`src/rtl/sw_debounce_sync.sv`:
```
// sw_debounce_sync
//
// Input-conditioning stage for the board toggle switches. Every raw switch
// line is brought into the clk domain through a two-flop synchroniser and
// then debounced by its own stability counter. A new level is only accepted
// once the synchronised bit has differed from the published level for
// STABLE_CYCLES consecutive clock edges.
//
// Ports
//   clk          rising-edge clock for all state
//   rst          asynchronous, active-low reset (0 = reset)
//   sw_raw       raw asynchronous switch levels
//   sw_stable    debounced switch levels (bits 7..0 encoder data, bit 8 enable)
//   sw_changed   one-cycle pulse per bit in the cycle after sw_stable updates
//   any_change   OR of sw_changed, registered alongside it
//   event_count  number of cycles with any_change high, modulo 256
module sw_debounce_sync #(
  parameter int WIDTH         = 9,
  parameter int STABLE_CYCLES = 50000,
  parameter int CNT_W         = 16
) (
  input  logic             clk,
  input  logic             rst,
  input  logic [WIDTH-1:0] sw_raw,
  output logic [WIDTH-1:0] sw_stable,
  output logic [WIDTH-1:0] sw_changed,
  output logic             any_change,
  output logic [7:0]       event_count
);

  // Counter value on the edge where the bit is accepted: the bit has then
  // differed on STABLE_CYCLES consecutive evaluations (0 .. STABLE_CYCLES-1).
  localparam logic [CNT_W-1:0] LAST = CNT_W'(STABLE_CYCLES - 1);

  logic [WIDTH-1:0] s1_q;
  logic [WIDTH-1:0] s2_q;
  logic [CNT_W-1:0] cnt_q [WIDTH];
  logic [CNT_W-1:0] cnt_d [WIDTH];
  logic [WIDTH-1:0] stable_q, stable_d;
  logic [WIDTH-1:0] changed_q, changed_d;
  logic             any_q, any_d;
  logic [7:0]       evcnt_q, evcnt_d;

  // Per-bit stability counters. A bit that matches the published level
  // holds its counter at zero, so any glitch back to the old level restarts
  // the qualification window.
  always_comb begin
    stable_d  = stable_q;
    changed_d = '0;
    for (int i = 0; i < WIDTH; i++) begin
      cnt_d[i] = cnt_q[i];
      if (s2_q[i] == stable_q[i]) begin
        cnt_d[i] = '0;
      end else if (cnt_q[i] == LAST) begin
        stable_d[i]  = s2_q[i];
        changed_d[i] = 1'b1;
        cnt_d[i]     = '0;
      end else begin
        cnt_d[i] = cnt_q[i] + CNT_W'(1);
      end
    end
    any_d = |changed_d;
    // Counts cycles with an accepted change, not the number of bits changed.
    evcnt_d = evcnt_q + {7'd0, any_q};
  end

  always_ff @(posedge clk or negedge rst) begin
    if (!rst) begin
      s1_q      <= '0;
      s2_q      <= '0;
      stable_q  <= '0;
      changed_q <= '0;
      any_q     <= 1'b0;
      evcnt_q   <= '0;
      for (int i = 0; i < WIDTH; i++) begin
        cnt_q[i] <= '0;
      end
    end else begin
      s1_q      <= sw_raw;
      s2_q      <= s1_q;
      stable_q  <= stable_d;
      changed_q <= changed_d;
      any_q     <= any_d;
      evcnt_q   <= evcnt_d;
      for (int i = 0; i < WIDTH; i++) begin
        cnt_q[i] <= cnt_d[i];
      end
    end
  end

  assign sw_stable   = stable_q;
  assign sw_changed  = changed_q;
  assign any_change  = any_q;
  assign event_count = evcnt_q;

endmodule

```
`config.mk`:
```
export PLATFORM = sky130hd
export DESIGN_NAME = sw_debounce_sync
export DESIGN_NICKNAME = d
export VERILOG_FILES = /design/src/rtl/sw_debounce_sync.sv
export SDC_FILE = /design/constraint.sdc
export NUM_CORES = 1
export LEC_CHECK = 0
export ABC_AREA = 1
export BUFFER_PORTS_ARGS = -buffer_cell sky130_fd_sc_hd__buf_2
export CAP_MARGIN = 20
export CORE_ASPECT_RATIO = 0.8
export CORE_MARGIN = 2
export CORE_UTILIZATION = 60
export CTS_BUF_LIST = sky130_fd_sc_hd__clkbuf_4 sky130_fd_sc_hd__clkbuf_8
export DETAILED_ROUTE_END_ITERATION = 8
export PLACE_DENSITY_LB_ADDON = 0.12
export SETUP_SLACK_MARGIN = 0.3
export SLEW_MARGIN = 10
export SYNTH_ARGS = -nofsm -noshare
export SYNTH_HDL_FRONTEND = slang
export SYNTH_SLANG_ARGS = --single-unit
```
`constraint.sdc`:
```
create_clock -name clk -period 2.5 [get_ports clk]
set_input_delay 0 -clock clk [delete_from_list [all_inputs] [get_ports clk]]
set_output_delay 0 -clock clk [all_outputs]
set_load 0.01 [all_outputs]
```
# --- Yosys cells after proc, flatten, opt, wreduce, memory -nomap -nowiden ---
# Cells that the tools add are included.
word_totals:
  ff_bits: 189
  latchBits: 0
  mem_bits_rw: 0
  mem_bits_ro: 0
  inputBits: 11
  output_inout_bits: 27
  elab_cells: 106
  memories: 0
classes:
  add_sub_neg: 10
  mul: 0
  n_div: 0
  magnitude_cmp: 0
  n_eq_ne: 18
  n_shift: 0
  mux: 36
  n_bitwise: 9
  n_reduce_logical: 10
op_table:
  columns: ["op", "n"]
  rows:
  - ["2-to-1 mux 16 bit", 18]
  - ["adder 16 x 1 -> 16 bit, second input constant", 9]
  - ["== test 16 bit, second input constant", 9]
  - ["2-to-1 mux 1 bit", 18]
  - ["AND reduction 2 bit", 9]
  - ["== test 1 bit", 9]
  - ["NOT 1 bit", 9]
  - ["OR reduction 9 bit", 1]
  - ["adder 8 x 1 -> 8 bit", 1]

# --- Logic depth before layout (Yosys ltp) ---
depth:
  ltp_word: 4
  mapped_depth: 9
  mapped_depth_nobuf: 9

# --- Worst setup path before layout ---
# Ideal clock, no wire load.
synth_timing:
  kind: "reg2reg"
  startpoint: "register cnt_q[112] (netlist name)"
  endpoint: "register cnt_q[121] (netlist name)"
  setup_time_ns: 0.080
  arrival_ns: 1.257
  t_required_ns: 2.420
  slack_ns: 1.163
  stages_incl_launch_ff: 7
  path_buffers: 0
  period_less_slack_ns: 1.337
  path_cell_list: "dfrtp_1 ha_1 nand3_1 nor2_1 nand3_1 nand2_2 nor3b_2"
synth_rtl:
  columns: ["item", "line_no", "source"]
  rows:
  - ["from (decl)", "37", "logic [CNT_W-1:0] cnt_q [WIDTH];"]
  - ["from (signal, indexed assignment)", "86", "cnt_q[i] <= cnt_d[i];"]

==> impl_metrics.toml <==
[clocking]
cts_buffers = 17
clk_latency_ns = 0.46
cts_root_buf = "clkbuf_8"
clkTransAtPathRegs_ns = 0.09
post_cts_buffers = 0
cts_buffer_depth = 2
htree_num_levels = 4
cts_tree = "built"
cts_sinks = 189

[logic_synthesis]
synth_compound_area_share_pct = 2.42
yosysUniqueCellTypes = 30
yosys_warnings = 0
yosys.area_share.simple_pct = 34.1
ys_seq_area_share_pct = 50.2
postSynthCellCount = 1169
synth-xor-area-share_pct = 5.56
synth_seq_cells = 189
synth-adder-area-share_pct = 1.46
syn_area_mm2 = 0.00941
synth.avg_cell_area_um2 = 8.05
synth_top_family_by_area = "simple AND/OR/NAND/NOR gates"
syn_nets = 1191
muxShareOfSynthArea_pct = 0

[floorplanning]
die_y_um = 116
initial_core_util_pct = 62.1
core_mm2 = 0.0152
die_area_mm2 = 0.0167
io_pins = 38
num_rows = 40
dieWidth_um = 144

[setup_path]
critPathArrivalTime_ns = 1.89
path_class = "reg -> reg"
critPathCaptureType = "flop"
cp.required_ns = 2.87
cp_max_fo = 9
startpoint_type = "flop"

[layout]
regArea_mm2 = 0.00473
area_growth_pct = 11.0
fillerInstances = 1255
finalNetCount = 1261
antennaDiodeCount = 0
multi_input_area_mm2 = 0.00410
drive_above_1_share_pct = 11.2

[timing]
rsz0062_at_grt = "false"
post-route-period-util_pct = 60.8
drv_slew = 0
relSlewSlack_pct = 60.1
tightest_slew_ns = 0.598
setup_viol = 0
max_freq_mhz = 658
skew_ns = 0.0120
finalHoldViolCount = 0
fin_setup_tns_ns = 0
period_needed_ns = 1.52

[power_and_ir_drop]
total_power_w = 0.00554
p_int_w = 0.00430
swShare_pct = 22.3
pwr-share-comb_pct = 3.9
power_leakage_nw = 4.92
ir_worst_vdd_mv = 0.394
power_density_mw_per_mm2 = 530
switching_power_w = 0.00124
clkPwrFrac_pct = 39.4
seqPwrFrac_pct = 56.7

[grt]
grt_overflow = 0
antenna_found_initial = 0
grt_pass1_wl_um = 31800
grt_max_degree = 75
grt_pass1_vias = 6942
grt_usage_pct = 23.9

[run]
drv_cap = 0

[placement]
dp_hpwl_um = 13500
port_buffers = 37
gp_congestion = 0.891

[detailed_routing]
drtIter0Drc = 467
drc = 0
via_count = 7454
drtPass1Iterations = 6
wl_per_cell_um = 12.5
ant_nets = 0
finalWirelength_um = 18300
viasPerCell = 5.10

[run_status]
status = "completed"

[min_path]
hold_path.class = "in -> async"
worst max-delay path: stages (launching register included):
cell and delay, ns:
dfrtp_1 0.41, ha_1 0.23, nand3_1 0.15, nor2_1 0.08, nand3_1 0.18, nand2_2 0.18, nor3_1 0.20
sequential cells by signal, indices dropped and copies added (netlist names):
| signal | flops |
|---|---|
| event_count | 8 |
| sw_stable | 9 |
| s2_q | 9 |
| s1_q | 9 |
| cnt_q | 144 |
| any_change | 1 |
| sw_changed | 9 |
cell usage after synthesis:
| cell type | number | area (µm²) |
|---|---|---|
| nor3_4 | 2 | 32.5 |
| o21ai_1 | 2 | 10.0 |
| nor2_4 | 1 | 11.3 |
| nand3_4 | 1 | 17.5 |
| nand3_1 | 81 | 405 |
| dfrtp_1 | 189 | 4730 |
| or2_1 | 1 | 6.26 |
| nor2_2 | 7 | 43.8 |
| xor2_1 | 43 | 377 |
| nor3_2 | 8 | 80.1 |
| o21ai_0 | 11 | 55.1 |
| nand2_1 | 209 | 785 |
| nand3b_1 | 1 | 7.51 |
| a31oi_1 | 6 | 37.5 |
| nor2_1 | 290 | 1090 |
| nor3b_1 | 9 | 67.6 |
| inv_2 | 16 | 60.1 |
| ha_1 | 11 | 138 |
| nand4_1 | 13 | 81.3 |
| nand2_4 | 1 | 11.3 |
| nor3_1 | 57 | 285 |
| xnor2_2 | 1 | 16.3 |
| a21oi_1 | 25 | 125 |
| nand3_2 | 10 | 100 |
| nor4_1 | 1 | 6.26 |
| xor2_2 | 1 | 16.3 |
| nor3b_2 | 10 | 125 |
| inv_1 | 140 | 526 |
| xnor2_1 | 13 | 114 |
| nand2_2 | 9 | 56.3 |
stage by stage:
step	std cells	setup slack, ns	hold WS, ns	cell area (µm²)	util [%]
5_1_grt	1462	0.813	0.145	10400	68.9
2_1_floorplan	1169	1.16	-0.296	9410	-
3_5_place_dp	1420	0.987	0.0572	9910	65.4
4_1_cts	1462	0.975	0.111	10400	68.9
3_3_place_gp	1420	1.06	0.0543	9910	65.4
6_report	1462	0.979	0.109	10400	68.9
final timing paths:
check                                           from  slack (ns)  cells past startpoint                        to
worst max-delay path            cnt_q[112]$_DFF_PN0_        0.98                      6      cnt_q[120]$_DFF_PN0_
max in group asynchronous                        rst        1.63                      3  sw_stable[0]$_DFFE_PN0P_
worst max register to register  cnt_q[112]$_DFF_PN0_        0.98                      6      cnt_q[120]$_DFF_PN0_
min in group clk                           sw_raw[6]        0.18                      2         s1_q[6]$_DFF_PN0_
worst min-delay path                             rst        0.11                      2       cnt_q[47]$_DFF_PN0_
worst min register to register     s1_q[0]$_DFF_PN0_        0.36                      0         s2_q[0]$_DFF_PN0_
power groups by stage:
stage                     combinational, W  sequential, W  clock [W]
final                             0.000215        0.00314    0.00218
after global routing              0.000251        0.00315    0.00238
after CTS                         0.000223        0.00314    0.00224
after detailed placement          0.000210        0.00320          0
after global placement            0.000206        0.00320          0
after floorplan                   0.000106        0.00319          0
cell families after synthesis:
logic type      count (synthesis)
buf+inv                       156
flops                         189
fa+ha+maj                      11
simple gates                  711
xor+xnor                       58
compound gates                 44
cell usage in the layout (no fill, tap or decap), drive strengths merged:
cell,synthesis,final
nand4,13,13
nor4,1,1
or2,1,1
nand3b,1,1
xor2,44,44
nor3,67,67
a31oi,6,6
nor3b,19,19
clkinvlp,0,2
clkinv,0,6
ha,11,11
nor2,298,298
buf,0,40
a21oi,25,25
bufinv,0,4
dlygate4sd3,0,10
dfrtp,189,189
o21ai,13,13
inv,156,156
clkbuf,0,21
nand3,92,92
xnor2,14,14
nand2,219,219
timing repair:
action	in CTS	in global routing
resized for setup	0	0
hold buffers	10	0
hold endpoints to repair	79	0
area by class of cell:
cell class / instances / share of cell area [%]
Sequential cell: 189 / 45.3
Timing Repair Buffer: 51 / 3.22
Clock inverter: 12 / 1.62
Multi-Input combinational cell: 824 / 39.2
Tap cell: 210 / 2.52
Clock buffer: 20 / 2.52
Inverter: 156 / 5.61
metal layers:
metal	track usage [%]	part of all wire (%)
met1	35.8	50
met2	36.3	44
met3	4.59	4.8
met4	6.08	1.3
met5	0	0
No activity file was read; power rests on OpenSTA's default activity.
